$ cat src/rtl/vga_scanout.sv
// VGA timing generator and framebuffer scanout (640x480@60 by default).
// Define VGA_PALETTE_EN to map pixel_in through a 16-entry RGB palette instead of greyscale.
module vga_scanout #(
  parameter int H_VISIBLE = 640,
  parameter int H_FRONT   = 16,
  parameter int H_SYNC    = 96,
  parameter int H_BACK    = 48,
  parameter int V_VISIBLE = 480,
  parameter int V_FRONT   = 10,
  parameter int V_SYNC    = 2,
  parameter int V_BACK    = 33
) (
  input  logic       clk,
  input  logic       reset,
  input  logic [3:0] pixel_in,
  output logic       read,
  output logic       reset_read_ptr,
  output logic       hsync,
  output logic       vsync,
  output logic [1:0] r,
  output logic [1:0] g,
  output logic [1:0] b,
  output logic       frame_start
);

  localparam int H_TOTAL = H_VISIBLE + H_FRONT + H_SYNC + H_BACK;
  localparam int V_TOTAL = V_VISIBLE + V_FRONT + V_SYNC + V_BACK;
  localparam int HW = $clog2(H_TOTAL);
  localparam int VW = $clog2(V_TOTAL);

  localparam logic [HW-1:0] H_LAST       = HW'(H_TOTAL - 1);
  localparam logic [HW-1:0] H_VIS        = HW'(H_VISIBLE);
  localparam logic [HW-1:0] H_SYNC_START = HW'(H_VISIBLE + H_FRONT);
  localparam logic [HW-1:0] H_SYNC_END   = HW'(H_VISIBLE + H_FRONT + H_SYNC);
  localparam logic [VW-1:0] V_LAST       = VW'(V_TOTAL - 1);
  localparam logic [VW-1:0] V_VIS        = VW'(V_VISIBLE);
  localparam logic [VW-1:0] V_SYNC_START = VW'(V_VISIBLE + V_FRONT);
  localparam logic [VW-1:0] V_SYNC_END   = VW'(V_VISIBLE + V_FRONT + V_SYNC);

  logic [HW-1:0] h_cnt_q, h_cnt_d;
  logic [VW-1:0] v_cnt_q, v_cnt_d;
  logic [5:0]    rgb_q, rgb_d;
  logic          hsync_q, hsync_d;
  logic          vsync_q, vsync_d;
  logic          frame_start_q, frame_start_d;
  logic          active;
  logic          h_last;
  logic [5:0]    pix_rgb;

  assign h_last = (h_cnt_q == H_LAST);
  assign active = (h_cnt_q < H_VIS) && (v_cnt_q < V_VIS);

  // One read per pixel pair; reset is folded in so an aborted scan never advances the pointer.
  assign read           = active & h_cnt_q[0] & ~reset;
  assign reset_read_ptr = reset | ((h_cnt_q == '0) && (v_cnt_q == V_VIS));

`ifdef VGA_PALETTE_EN
  // Black -> blue -> red -> yellow -> white, packed as {r,g,b}.
  always_comb begin
    pix_rgb = 6'b000000;
    case (pixel_in)
      4'd0:  pix_rgb = 6'b00_00_00;
      4'd1:  pix_rgb = 6'b00_00_01;
      4'd2:  pix_rgb = 6'b00_00_10;
      4'd3:  pix_rgb = 6'b00_00_11;
      4'd4:  pix_rgb = 6'b01_00_11;
      4'd5:  pix_rgb = 6'b10_00_10;
      4'd6:  pix_rgb = 6'b11_00_01;
      4'd7:  pix_rgb = 6'b11_00_00;
      4'd8:  pix_rgb = 6'b11_01_00;
      4'd9:  pix_rgb = 6'b11_10_00;
      4'd10: pix_rgb = 6'b11_11_00;
      4'd11: pix_rgb = 6'b11_11_01;
      4'd12: pix_rgb = 6'b11_11_01;
      4'd13: pix_rgb = 6'b11_11_10;
      4'd14: pix_rgb = 6'b11_11_10;
      4'd15: pix_rgb = 6'b11_11_11;
      default: pix_rgb = 6'b00_00_00;
    endcase
  end
`else
  logic unused_pixel_lsbs;
  assign unused_pixel_lsbs = ^pixel_in[1:0];
  assign pix_rgb = {3{pixel_in[3:2]}};
`endif

  always_comb begin
    h_cnt_d = h_last ? '0 : h_cnt_q + 1'b1;
    v_cnt_d = v_cnt_q;
    if (h_last) begin
      v_cnt_d = (v_cnt_q == V_LAST) ? '0 : v_cnt_q + 1'b1;
    end
    rgb_d         = active ? pix_rgb : 6'b000000;
    hsync_d       = ~((h_cnt_q >= H_SYNC_START) && (h_cnt_q < H_SYNC_END));
    vsync_d       = ~((v_cnt_q >= V_SYNC_START) && (v_cnt_q < V_SYNC_END));
    frame_start_d = (h_cnt_q == '0) && (v_cnt_q == '0);
  end

  // All visible outputs share one register stage so they stay aligned to each other.
  always_ff @(posedge clk) begin
    if (reset) begin
      h_cnt_q       <= '0;
      v_cnt_q       <= '0;
      rgb_q         <= 6'b000000;
      hsync_q       <= 1'b1;
      vsync_q       <= 1'b1;
      frame_start_q <= 1'b0;
    end else begin
      h_cnt_q       <= h_cnt_d;
      v_cnt_q       <= v_cnt_d;
      rgb_q         <= rgb_d;
      hsync_q       <= hsync_d;
      vsync_q       <= vsync_d;
      frame_start_q <= frame_start_d;
    end
  end

  assign r           = rgb_q[5:4];
  assign g           = rgb_q[3:2];
  assign b           = rgb_q[1:0];
  assign hsync       = hsync_q;
  assign vsync       = vsync_q;
  assign frame_start = frame_start_q;

endmodule
$ cat config.mk
export PLATFORM = sky130hd
export DESIGN_NAME = vga_scanout
export DESIGN_NICKNAME = d
export VERILOG_FILES = /design/src/rtl/vga_scanout.sv
export SDC_FILE = /design/constraint.sdc
export NUM_CORES = 1
export LEC_CHECK = 0
export BUFFER_PORTS_ARGS = -buffer_cell sky130_fd_sc_hd__buf_2
export CAP_MARGIN = 40
export CORE_MARGIN = 5
export CORE_UTILIZATION = 55
export DETAILED_ROUTE_END_ITERATION = 10
export PLACE_DENSITY = 0.85
export SLEW_MARGIN = 20
export SYNTH_ARGS = -nofsm -noshare
export SYNTH_HDL_FRONTEND = slang
export SYNTH_SLANG_ARGS = --single-unit
$ cat constraint.sdc
create_clock -name clk -period 2.4 [get_ports clk]
set_input_delay 0.24 -clock clk [delete_from_list [all_inputs] [get_ports clk]]
set_output_delay 0.24 -clock clk [all_outputs]
set_load 0.02 [all_outputs]
==> out/summary.log, run 1 <==
INFO  logic_synthesis postSynth.asyncResetShare=0%
INFO  clocking       cts.htree.levels=1
INFO  logic_synthesis synthTopCellsByArea=sky130_fd_sc_hd__dfxtp_1, sky130_fd_sc_hd__xnor2_1, sky130_fd_sc_hd__nor2_1, sky130_fd_sc_hd__ha_1, sky130_fd_sc_hd__nand3_1
INFO  power          internal-power=0.506mW
INFO  global_route   grt_pass1_vias=960
INFO  placed_design  dp.final_hpwl=1820um
INFO  floorplan      floorplan.core_area=2210um^2
INFO  detailed_routing detail_route.wirelength=2490um
INFO  floorplan      dieWidth=58.0um
INFO  setup_path     worstPathArrival=1900ps
INFO  timing         setup_tns=0ps
INFO  logic_synthesis synth_area_leader_cell=sky130_fd_sc_hd__dfxtp_1
INFO  floorplan      floorplan.initialDensity=57.4%
INFO  final_layout   layout-area-overhead-vs-synth=5.03%
INFO  placed_design  placement.io_buffers=14
INFO  setup_path     timing.critical_path.required=2160ps
INFO  hold_path      min-delay-start=pixel_in[3]
INFO  final_layout   fin_nets=165
INFO  final_layout   insertedDiodeCount=0
INFO  clocking       cts_repair_resize_count=0
INFO  setup_path     r2r-start=v_cnt_q[5]
INFO  clocking       clk_latency=320ps
INFO  clocking       post_cts_buffers=0
INFO  clocking       clock-root-buffer=sky130_fd_sc_hd__clkbuf_4
INFO  floorplan      dieHeight=58.0um
INFO  timing         final_max_slew_viol_count=0
INFO  global_route   globalRouteOverflowTotal=0
INFO  final_layout   final-instance-count-excl-fill=182
INFO  hold_path      hold_path_end=rgb_q[3]
INFO  floorplan      ioPinCount=17
INFO  setup_path     worstSetupStartpointType=flip-flop
INFO  setup_path     destination_of_the_worst_register_to_register_timing_path=v_cnt_q[6]
INFO  logic_synthesis synth_sequential_area_ratio=39.4%
INFO  power          switching_power=0.165mW
INFO  timing         finalCritPeriodShare=89.2%
INFO  detailed_routing number_of_violations_reported_at_the_end_of_detailed_routing_iteration_0=54
INFO  setup_path     crit_fanout=4
INFO  logic_synthesis postSynthNetCount=156
INFO  clocking       cts_tree=yes
INFO  setup_path     setup.worst_path.class=flip-flop to output port
INFO  timing         final_critical_path_setup_slack=260ps
INFO  setup_path     end_kind=output port
INFO  global_route   grt_start_max_net_pins=14
INFO  floorplan      design.die.area=3370um^2
INFO  hold_path      holdCritPathClass=primary input to flip-flop
INFO  logic_synthesis most_instantiated_library_cell_after_synthesis=sky130_fd_sc_hd__dfxtp_1
INFO  floorplan      rows=17
INFO  placed_design  dpl_worst_slack=444ps
INFO  timing         finalCriticalPeriod=2140ps
INFO  power          netSwitchingFraction=24.6%
INFO  power          power-per-cell-area=503nW/um^2
INFO  power          pwr-share-clk=28.3%
INFO  timing         grt_setup_unrepaired=false
INFO  logic_synthesis mappedNetlistArea=1270um^2
INFO  global_route   grt_antenna_before_repair=0
INFO  power          peakVddDrop=0.000282V
INFO  logic_synthesis syn-instance-count=146
INFO  detailed_routing num_vias=1048
INFO  clocking       clk_pin_slew=130ps
INFO  hold_path      hold-path-cell-count=2
INFO  global_route   grt_usage=16.2%
INFO  power          power.share.sequential=64.2%
INFO  detailed_routing drt-vias-per-instance=5.76
INFO  timing         finalClockSkew=4.36ps
INFO  detailed_routing postRouteAntennaNets=0
INFO  placed_design  finalWeightedCongestion=0.895
INFO  timing         max-slew-margin-rel=71.9%
INFO  timing         slew_at_the_pin_with_the_worst_max_slew_slack=419ps
INFO  setup_path     r2r_cells=4
INFO  final_layout   fraction_of_layout_cells_with_a_size_suffix_above_1=15.6%
INFO  clocking       clock-sinks=25
INFO  power          power_leakage=0.498nW
INFO  clocking       cts_max_path_buffers=2
INFO  clocking       cts_buffers=3
INFO  logic_synthesis number_of_flops_mapped_to_enable_cells_by_yosys=0
INFO  power          power=0.671mW
INFO  logic_synthesis synth_largest_type_area_fraction=39.4%
INFO  run            cap_violations=0
INFO  setup_path     timing.reg2reg.setup_slack=380ps
INFO  outcome        status=complete, no violations
INFO  detailed_routing firstDrtPassIters=4
INFO  logic_synthesis synth.top_cells.by_count=sky130_fd_sc_hd__dfxtp_1, sky130_fd_sc_hd__nor2_1, sky130_fd_sc_hd__nand2_1, sky130_fd_sc_hd__nand3_1, sky130_fd_sc_hd__xnor2_1
INFO  timing         hold_violations=0
INFO  placed_design  placed_cells_incl_taps=178
INFO  clocking       post_cts_hold_buffers=0
INFO  setup_path     timing.critical_path.from=v_cnt_q[0]
INFO  timing         finalSetupViolations=0
INFO  detailed_routing post_drt_wl_per_cell=13.7um
INFO  logic_synthesis yosysWarnings=0
INFO  logic_synthesis avgSynthCellArea=8.69um^2
INFO  logic_synthesis yosysUniqueCellTypes=31
INFO  global_route   grt_pass1_wl=4240um
INFO  detailed_routing drt_drc_violations_left=0
INFO  logic_synthesis yosys_register_bits=25
INFO  power          power.combinational.fraction=7.5%
INFO  timing         max_freq=0.467GHz
INFO  logic_synthesis yosys_most_used_dff=sky130_fd_sc_hd__dfxtp_1
==> layout make-up <==
type	count	area, um^2
Multi-Input combinational cell	104	674
Sequential cell	25	500
Clock buffer	4	26.3
Inverter	7	26.3
Tap cell	28	35.0
Fill cell	202	880
Timing Repair Buffer	14	70.1
==> through the flow <==
stage	hold slack (ps)	util (%)	cell area [um^2]
after floorplan	362	-	1270
after CTS	107	60.2	1330
final	114	60.2	1330
after global routing	111	60.2	1330
after detailed placement	455	59.0	1310
after global placement	444	59.0	1310
==> worst max-delay path by stage <==
stage                     endpoint  slack [ps]  cells past startpoint
detailed placement      v_cnt_q[5]         440                      4
CTS                 reset_read_ptr         280                      7
floorplan               v_cnt_q[0]         580                      4
global route        reset_read_ptr         110                      7
finish              reset_read_ptr         260                      7
global placement        v_cnt_q[6]         450                      4
==> layer usage <==
metal / vias to the layer above / global-route usage [%] / wire length [um]
met4: 0 / 8.28 / 48
li1: 513 / - / -
met2: 39 / 26.9 / 1200
met5: - / 0 / 0
met3: 5 / 3.12 / 168
met1: 491 / 19.7 / 1080
==> placed cells by master, fill, tap and decap left out, drive strengths merged, types with 5 or more instances in the layout <==
cell	instances
dfxtp	25
nor2	20
buf	14
nand2	12
nand3	10
xnor2	9
inv	7
nor4	7
nand4	6
nor3	5
xor2	5
and3	5
==> critical path, stage by stage, from the launching register on <==
cell and delay, ps:
sky130_fd_sc_hd__dfxtp_1 380, sky130_fd_sc_hd__inv_1 70, sky130_fd_sc_hd__ha_1 180, sky130_fd_sc_hd__nand2_1 60, sky130_fd_sc_hd__nor3_1 170, sky130_fd_sc_hd__nand3_1 130
sky130_fd_sc_hd__o41ai_1 340, sky130_fd_sc_hd__buf_2 240
==> power groups by stage <==
stage / Sequential, mW / Clock (mW) / Combinational, mW
after floorplan: 0.443 / 0 / 0.0339
after global placement: 0.439 / 0 / 0.0489
after detailed placement: 0.440 / 0 / 0.0504
after CTS: 0.431 / 0.196 / 0.0507
after global routing: 0.432 / 0.207 / 0.0551
final: 0.431 / 0.190 / 0.0502
==> registers in the layout, indices dropped and copies added (netlist names) <==
name / count
rgb_q: 2
frame_start: 1
h_cnt_q: 10
v_cnt_q: 10
hsync: 1
vsync: 1
==> cell families (layout without fill, tap and decap cells) <==
| kind of cell | count (synthesis) | count (layout) | share of synthesized area (%) |
|---|---|---|---|
| and+or+nand+nor | 78 | 78 | 34.2 |
| DFF | 25 | 25 | 39.4 |
| buffers and inverters | 17 | 25 | 7.40 |
| xor gates and xnor gates | 14 | 14 | 9.66 |
| AOI/OAI and AO/OA | 6 | 6 | 3.75 |
| adders and majority gates | 4 | 4 | 3.94 |
| muxes | 2 | 2 | 1.58 |
(Power assumes the default switching activity.)
==> run 2: changes to the inputs <==
--- a/config.mk
+++ b/config.mk
@@ -8,9 +8,9 @@
 export BUFFER_PORTS_ARGS = -buffer_cell sky130_fd_sc_hd__buf_2
 export CAP_MARGIN = 40
 export CORE_MARGIN = 5
-export CORE_UTILIZATION = 55
+export CORE_UTILIZATION = 59
 export DETAILED_ROUTE_END_ITERATION = 10
-export PLACE_DENSITY = 0.85
+export PLACE_DENSITY = 0.89
 export SLEW_MARGIN = 20
 export SYNTH_ARGS = -nofsm -noshare
 export SYNTH_HDL_FRONTEND = slang
==> constraint.sdc (replaced) <==
create_clock -name clk -period 2.5 [get_ports clk]
set_input_delay 0.25 -clock clk [delete_from_list [all_inputs] [get_ports clk]]
set_output_delay 0.25 -clock clk [all_outputs]
set_load 0.02 [all_outputs]
==> out/summary.log, run 2 (same netlist as run 1, synthesis figures left out) <==
INFO  outcome        status=complete, no violations
INFO  timing         hold_violations=0
INFO  final_layout   insertedDiodeCount=0
INFO  floorplan      ioPinCount=17
INFO  timing         max-slew-margin-rel=73.8%
INFO  global_route   globalRouteOverflowTotal=0
INFO  final_layout   multi_input_comb_area=674um^2
INFO  global_route   grt_antenna_before_repair=0
INFO  power          peakVddDrop=0.000366V
INFO  clocking       post_cts_buffers=0
INFO  setup_path     worstSetupStartpointType=flip-flop
INFO  power          power-per-cell-area=477nW/um^2
INFO  timing         finalClockSkew=1.35ps
INFO  final_layout   final-seq-area=500um^2
INFO  power          power.share.sequential=64.9%
INFO  setup_path     worstPathArrival=1880ps
INFO  power          pwr-share-clk=27.4%
INFO  global_route   grt_pass1_wl=4180um
INFO  timing         grt_setup_unrepaired=false
INFO  setup_path     critical_path.max_stage_delay=380ps
INFO  timing         finalCritPeriodShare=85.3%
INFO  clocking       cts.htree.levels=1
INFO  timing         holdWs=131ps
INFO  setup_path     setup.worst_path.class=flip-flop to output port
INFO  detailed_routing postRouteAntennaNets=0
INFO  global_route   grt_usage=16.6%
INFO  placed_design  placement.io_buffers=14
INFO  power          power=0.635mW
INFO  setup_path     critPathSlowestCell=sky130_fd_sc_hd__dfxtp_1
INFO  power          power.combinational.fraction=7.6%
INFO  clocking       cts_max_path_buffers=2
INFO  placed_design  dp.final_hpwl=1810um
INFO  final_layout   layout_commonest_cell=sky130_fd_sc_hd__dfxtp_1
INFO  detailed_routing firstDrtPassIters=4
INFO  detailed_routing num_vias=1049
INFO  hold_path      holdCritPathClass=primary input to flip-flop
INFO  global_route   grt_start_max_net_pins=14
INFO  final_layout   layout-area-overhead-vs-synth=4.93%
INFO  setup_path     critical_path.cell_chain=inv_1, ha_1, nand2_1, nor3_1, nand3_1, o41ai_1, buf_2
INFO  setup_path     end_kind=output port
INFO  setup_path     timing.critical_path.required=2250ps
INFO  power          netSwitchingFraction=23.6%
INFO  placed_design  finalWeightedCongestion=0.860
INFO  global_route   grt_pass1_vias=927
INFO  setup_path     crit_fanout=4
INFO  timing         setup_tns=0ps
INFO  final_layout   fraction_of_layout_cells_with_a_size_suffix_above_1=15.6%
INFO  floorplan      dieHeight=56.4um
INFO  clocking       cts_buffers=3
INFO  floorplan      rows=16
INFO  detailed_routing detail_route.wirelength=2450um
INFO  clocking       cts_repair_resize_count=0
INFO  detailed_routing post_drt_wl_per_cell=13.5um
INFO  timing         max_freq=0.469GHz
INFO  final_layout   fillers=184
INFO  timing         finalSetupViolations=0
INFO  clocking       clk_pin_slew=130ps
INFO  floorplan      dieWidth=56.4um
INFO  floorplan      floorplan.core_area=2000um^2
INFO  clocking       post_cts_hold_buffers=0
INFO  detailed_routing drt-vias-per-instance=5.80
INFO  detailed_routing drt_drc_violations_left=0
INFO  final_layout   mostFrequentLayoutCells=sky130_fd_sc_hd__dfxtp_1, sky130_fd_sc_hd__nor2_1, sky130_fd_sc_hd__buf_2
INFO  floorplan      floorplan.initialDensity=63.4%
INFO  run            cap_violations=0
INFO  power          power_leakage=0.498nW
INFO  final_layout   final_design_area_no_fill=1330um^2
INFO  power          internal-power=0.485mW
INFO  final_layout   reg.largest.list=h_cnt_q (10), v_cnt_q (10), rgb_q (2)
INFO  power          switching_power=0.150mW
INFO  clocking       clock-root-buffer=sky130_fd_sc_hd__clkbuf_4
INFO  timing         finalCriticalPeriod=2130ps
INFO  clocking       cts_tree=yes
INFO  clocking       clk_latency=310ps
INFO  timing         slew_at_the_pin_with_the_worst_max_slew_slack=388ps
INFO  final_layout   fin_nets=165
INFO  timing         final_max_slew_viol_count=0
INFO  placed_design  placed_cell_area=1310um^2
INFO  detailed_routing number_of_violations_reported_at_the_end_of_detailed_routing_iteration_0=33
INFO  floorplan      design.die.area=3180um^2
INFO  clocking       clock-sinks=25
## run 2: path summary, 6_finish.rpt
check / to / depth (start not counted) / start / slack (ps)
worst max-delay path: reset_read_ptr / 7 / v_cnt_q[0] / 370
worst min-delay path: rgb_q[3] / 2 / pixel_in[3] / 130
worst max register to register: v_cnt_q[0] / 4 / v_cnt_q[5] / 420
worst min register to register: h_cnt_q[0] / 1 / h_cnt_q[0] / 510
## run 2: per-stage QoR
stage | util (%) | std cells | setup slack, ps
3_5_place_dp | 65.2 | 177 | 490
6_report | 66.5 | 181 | 367
5_1_grt | 66.5 | 181 | 193
3_3_place_gp | 65.2 | 177 | 532
2_1_floorplan | - | 146 | 678
4_1_cts | 66.5 | 181 | 426
## run 2: power by group through the flow
stage	clock, mW	combinational [mW]	sequential [mW]
after floorplan	0	0.0326	0.425
after global placement	0	0.0474	0.421
after detailed placement	0	0.0484	0.422
after CTS	0.186	0.0486	0.413
after global routing	0.206	0.0532	0.415
final	0.174	0.0485	0.413
## run 2: cell type report
cell class	instances	share of cell area, %
Clock buffer	4	1.97
Tap cell	27	2.54
Timing Repair Buffer	14	5.26
Multi-Input combinational cell	104	50.7
Sequential cell	25	37.6
Inverter	7	1.97
## run 2: metal layers
layer | vias up | global-route usage (%) | share of wire (%) | wire (um)
met3 | 4 | 3.44 | 9.5 | 233
met4 | 0 | 8.81 | 1.8 | 44
li1 | 516 | - | - | -
met2 | 49 | 25.2 | 43 | 1060
met1 | 480 | 22.0 | 45 | 1110
met5 | - | 0 | 0 | 0
## run 2: critical path, delay by kind of cell, from the launching register on
kind	cells	cell delay, ps
and+or+nand+nor	3	370
AOI/OAI and AO/OA	1	360
buffers and inverters	2	310
adders and majority gates	1	160
DFF	1	380
